$ cat src/rtl/spi_pkg.sv
// Shared constants and types for the SPI receive slave.
package spi_pkg;

   localparam int unsigned SPI_DATA_W = 8;
   localparam logic SPI_IDLE_LVL = 1'b1;

   typedef enum logic {
      IDLE,
      ACTIVE
   } spi_rx_state_t;

endpackage

$ cat src/rtl/spi_sync.sv
// Multi-stage 1-bit synchroniser; resets to the idle SPI line level.
module spi_sync
   import spi_pkg::*;
#(
   parameter int unsigned STAGES = 2
) (
   input  logic clk,
   input  logic reset,
   input  logic d,
   output logic q
);

   logic [STAGES-1:0] chain;

   always_ff @(posedge clk or negedge reset) begin
      if (!reset) begin
         chain <= {STAGES{SPI_IDLE_LVL}};
      end else begin
         chain <= {chain[STAGES-2:0], d};
      end
   end

   assign q = chain[STAGES-1];

endmodule

$ cat src/rtl/spi_slave_rx.sv
// SPI receive slave: oversampled sck/mosi/cs, MSB-first deserialiser,
// valid/ready holding register with overrun and short-frame reporting.
module spi_slave_rx
   import spi_pkg::*;
#(
   parameter int unsigned DATA_W      = SPI_DATA_W,
   parameter int unsigned SYNC_STAGES = 2
) (
   input  logic              clk,
   input  logic              reset,
   input  logic              sck,
   input  logic              mosi,
   input  logic              cs,
   output logic [DATA_W-1:0] rx_data,
   output logic              rx_valid,
   input  logic              rx_ready,
   output logic              overrun,
   output logic              frame_err,
   output logic              busy
);

   localparam int unsigned CNT_W = $clog2(DATA_W);
   localparam logic [CNT_W-1:0] CNT_LAST = CNT_W'(DATA_W - 1);

   logic sck_s, mosi_s, cs_s;
   logic sck_p, cs_p;
   logic sck_fall, cs_rise, sample;

   spi_rx_state_t state, state_nxt;
   logic [CNT_W-1:0]  cnt, cnt_nxt;
   logic [DATA_W-2:0] shift, shift_nxt;
   logic [DATA_W-1:0] word_next;
   logic [DATA_W-1:0] rx_data_nxt;
   logic              rx_valid_nxt, overrun_nxt, frame_err_nxt, word_done;

   spi_sync #(.STAGES(SYNC_STAGES)) u_sync_sck  (.clk(clk), .reset(reset), .d(sck),  .q(sck_s));
   spi_sync #(.STAGES(SYNC_STAGES)) u_sync_mosi (.clk(clk), .reset(reset), .d(mosi), .q(mosi_s));
   spi_sync #(.STAGES(SYNC_STAGES)) u_sync_cs   (.clk(clk), .reset(reset), .d(cs),   .q(cs_s));

   // Delayed copies of the synchronised lines for edge detection
   always_ff @(posedge clk or negedge reset) begin
      if (!reset) begin
         sck_p <= SPI_IDLE_LVL;
         cs_p  <= SPI_IDLE_LVL;
      end else begin
         sck_p <= sck_s;
         cs_p  <= cs_s;
      end
   end

   // The falling sck that coincides with cs falling is not a data sample
   assign sck_fall  = ~sck_s & sck_p;
   assign cs_rise   = cs_s & ~cs_p;
   assign sample    = sck_fall & ~cs_s & ~cs_p;
   assign word_next = {shift, mosi_s};
   assign busy      = ~cs_s;

   always_ff @(posedge clk or negedge reset) begin
      if (!reset) begin
         state     <= IDLE;
         cnt       <= '0;
         shift     <= '0;
         rx_data   <= '0;
         rx_valid  <= 1'b0;
         overrun   <= 1'b0;
         frame_err <= 1'b0;
      end else begin
         state     <= state_nxt;
         cnt       <= cnt_nxt;
         shift     <= shift_nxt;
         rx_data   <= rx_data_nxt;
         rx_valid  <= rx_valid_nxt;
         overrun   <= overrun_nxt;
         frame_err <= frame_err_nxt;
      end
   end

   always_comb begin
      state_nxt     = state;
      cnt_nxt       = cnt;
      shift_nxt     = shift;
      rx_data_nxt   = rx_data;
      rx_valid_nxt  = rx_valid;
      overrun_nxt   = 1'b0;
      frame_err_nxt = 1'b0;
      word_done     = 1'b0;

      if (rx_valid && rx_ready) begin
         rx_valid_nxt = 1'b0;
      end

      case (state)
         IDLE: begin
            if (!cs_s) begin
               state_nxt = ACTIVE;
            end
         end
         ACTIVE: begin
            if (cs_rise) begin
               state_nxt = IDLE;
               if (cnt != '0) begin
                  frame_err_nxt = 1'b1;
               end
               cnt_nxt   = '0;
               shift_nxt = '0;
            end else if (sample) begin
               shift_nxt = word_next[DATA_W-2:0];
               if (cnt == CNT_LAST) begin
                  cnt_nxt   = '0;
                  word_done = 1'b1;
               end else begin
                  cnt_nxt = cnt + CNT_W'(1);
               end
            end
         end
         default: state_nxt = IDLE;
      endcase

      // A full holding register only takes a new word if it is drained this cycle
      if (word_done) begin
         if (!rx_valid || rx_ready) begin
            rx_data_nxt  = word_next;
            rx_valid_nxt = 1'b1;
         end else begin
            overrun_nxt = 1'b1;
         end
      end
   end

endmodule

$ cat config.mk
export PLATFORM = sky130hd
export DESIGN_NAME = spi_slave_rx
export DESIGN_NICKNAME = d
export VERILOG_FILES = /design/src/rtl/spi_pkg.sv /design/src/rtl/spi_sync.sv /design/src/rtl/spi_slave_rx.sv
export SDC_FILE = /design/constraint.sdc
export NUM_CORES = 1
export LEC_CHECK = 0
export CAP_MARGIN = 15
export CORE_MARGIN = 2
export CORE_UTILIZATION = 35
export CTS_CLUSTER_SIZE = 28
export DETAILED_ROUTE_END_ITERATION = 16
export SYNTH_ARGS = -nofsm -noshare
export SYNTH_HDL_FRONTEND = slang
export SYNTH_SLANG_ARGS = --single-unit
$ cat constraint.sdc
create_clock -name clk -period 4.25 [get_ports clk]
set_input_delay 0.85 -clock clk [delete_from_list [all_inputs] [get_ports clk]]
set_output_delay 0.85 -clock clk [all_outputs]
set_load 0.005 [all_outputs]
==> key figures <==
Clock tree
  • H-tree levels: 2
  • CTS Buf Count: 5
  • CTS tree: built
  • Root buf cell: clkbuf_4
  • Clk_lat worst skew: around 0.33 ns
  • Postcts setup bufs: 0
  • Clk buf depth: 2
  • Clock sinks: 30
  • CTS resizes: 0
  • Hold Buf Count CTS: 0
  • Clock-pin slew on the worst setup and hold paths: about 0.09 ns

GRT
  • GR Util met3: 4.35%
  • Met2 usage: 17.5%
  • GR peak layer: met2
  • Largest net degree at the start of global routing: 27
  • Initial antenna violation count: 0
  • Grt ovf: 0
  • First-pass GRT wire length: 3200 um
  • Total Routing Usage GR: roughly 11%
  • Number of global-route vias before repair: approximately 730
  • Met1 GRT Util: a little under an eighth

Die
  • Die area: ~3900 um2
  • I/O pin count: 18
  • Core area: 3280 um2
  • Row count: 21
  • Die span in x: approximately 62 um
  • Die H: 62.2 um
  • Starting Density: between 30% and 40%

Setup path
  • Worst endpoint required time: ~3.4 ns
  • Critical path arrival: 1.38 ns
  • Setup crit end kind: output port
  • Crit-path max FO: 5
  • R2r setup slk: roughly 2.6 ns
  • Crit path from: u_sync_cs.chain[1]
  • Launching point of the worst reg2reg path: cnt[0]
  • Critical Path Start Type: flop
  • Crit Path Class: flop to output port
  • R2R Path End: rx_data[3]
  • Worst-case reg-to-reg path depth: 5

Worst hold path
  • Hold endpoint: u_sync_cs.chain[1]
  • HP Start: u_sync_cs.chain[0]
  • Hold Crit Depth: 0
  • HP Class: flop to flop

Timing
  • Final worst path period share: a little over half
  • Max Slew Vio Count: 0
  • Max frequency: ~450 MHz
  • Setup TNS: 0 ns
  • Unrepaired setup endpoints after global routing: false
  • Worst Tran Pin Value: about 0.45 ns
  • Final hold vios: 0
  • Tmin final: 2.23 ns
  • Setup Skew: ~0.0073 ns
  • Max-slew headroom: between 70% and 80%
  • Setup violations, final: 0

Route
  • Routed wire length: around 1800 um
  • # DRC: 0
  • Pre-antenna DRT Iters: 2
  • Routed vias/inst: roughly 4.2
  • Wire per inst: 11.3 um
  • DR vias: around 700
  • DR iter-0 viols: 7
  • Final antenna-violating net count: 0

Synth
  • Yosys cell types: 18
  • Synth Instances: approximately 90
  • Seq/Total Area, Yosys: 64.2%
  • Flops & latches, synth: 30
  • Share of the synthesized area in the top cell type: a little under half
  • Synth Warn #: 0
  • Synth top area cells: dfrtp_1 (46%), dfstp_2 (18%), mux2i_1 (8.4%)
  • Cell Area, Synth: roughly 1200 um2
  • Avg Cell Area, Syn: between 10 and 15 um2
  • Post-synthesis async set-or-reset flop share: 100%
  • Syn_nets: between 90 and 100
  • Number of synthesized flops with an enable pin: 0
  • Cell taking the most area after synthesis: dfrtp_1
  • Ys flop type: dfrtp_1

Layout
  • Most common cell after layout, fill and taps aside: dfrtp_1
  • Finished Cell Area: around 1500 um2
  • Final-layout fill cell count: 303
  • Fin nets: 124
  • Highest-count cells in the layout ignoring fill and taps: dfrtp_1 (22), clkdlybuf4s50_1 (17), nand2_1 (14)
  • Fraction of layout instances using a drive strength above 1: approximately a quarter
  • Synthesis-to-finish area growth: 27.2%
  • N_diodes: 0

Placed design
  • Dpl hpwl: between 1000 and 1500 um
  • GPL Wtd Cong: between 0.6 and 0.7
  • I/O Buffers: 17
  • Cell area after placement: 1420 um2

Power
  • Pwr/cell area: between 400 and 500 nW/um2
  • Worst VDD drop: around 0.18 mV
  • Power, Total: between 600 and 700 uW
  • P_leak: between 0.0007 and 0.0008 uW

Run status
  • Outcome: completed

Flow run
  • # Max-Cap Violations: 0
## worst max-delay path by stage
stage,endpoint,slack [ns]
after floorplan,rx_data[0],2.49
after global placement,u_sync_mosi.chain[0],1.98
after detailed placement,u_sync_mosi.chain[1],1.95
after CTS,busy,1.98
after global routing,busy,1.92
final,busy,2.02
## sequential cells by signal (all words and copies together), names as in the netlist
| register | cells |
|---|---|
| cnt | 3 |
| rx_data | 8 |
| rx_valid | 1 |
| state | 1 |
| cs_p | 1 |
| u_sync_cs.chain | 2 |
| shift | 7 |
| u_sync_sck.chain | 2 |
| u_sync_mosi.chain | 2 |
| overrun | 1 |
| frame_err | 1 |
| sck_p | 1 |
## power breakdown
group	total, uW	switching (uW)	internal [uW]
clock network	175	95.0	80.1
registers	355	26.2	329
logic	107	51.1	55.6
total	637	172	465
## area by class of cell
cell class	count	area, um2	share of cell area [%]
Clock buffer	7	55.1	3.65
Sequential cell	30	761	50.5
Inverter	12	45.0	2.99
Timing Repair Buffer	21	220	14.6
Multi-Input combinational cell	45	364	24.1
Clock inverter	1	5.00	0.332
Tap cell	46	57.6	3.82
## layer usage
metal | wire [um] | share of wire (%) | vias up
met4 | 36 | 2.0 | 0
met5 | 0 | 0 | -
met1 | 821 | 45 | 342
li1 | - | - | 331
met2 | 909 | 50 | 10
met3 | 57 | 3.1 | 4
## synth_stat cells, types with 2 or more instances
cell / instances
dfrtp_1: 22
dfstp_2: 8
ha_1: 3
inv_1: 12
mux2_2: 8
mux2i_1: 10
nand2_1: 14
nor2_1: 2
## metrics by stage
step	hold WS (ns)	util [%]	instances	worst slack (ns)
global route	0.366	45.9	162	1.92
global placement	0.347	43.2	153	1.98
finish	0.359	45.9	162	2.02
detailed placement	0.347	43.2	153	1.95
floorplan	0.345	-	89	2.49
CTS	0.360	45.1	161	1.98
## kinds of logic after synthesis
kind of cell | Yosys count | synth area share (%)
flip-flops | 30 | 64.2
AND/OR/NAND/NOR | 22 | 10.2
multiplexers | 18 | 16.1
buffers and inverters | 14 | 5.07
adder cells (fa/ha/maj) | 3 | 3.17
AO/OA/AOI/OAI | 2 | 1.27
## critical path, stage by stage, from the launching register on
cell	delay, ns
dfstp_2	0.57
inv_1	0.06
clkdlybuf4s50_1	0.44
Power figures use the tool's default switching activity.
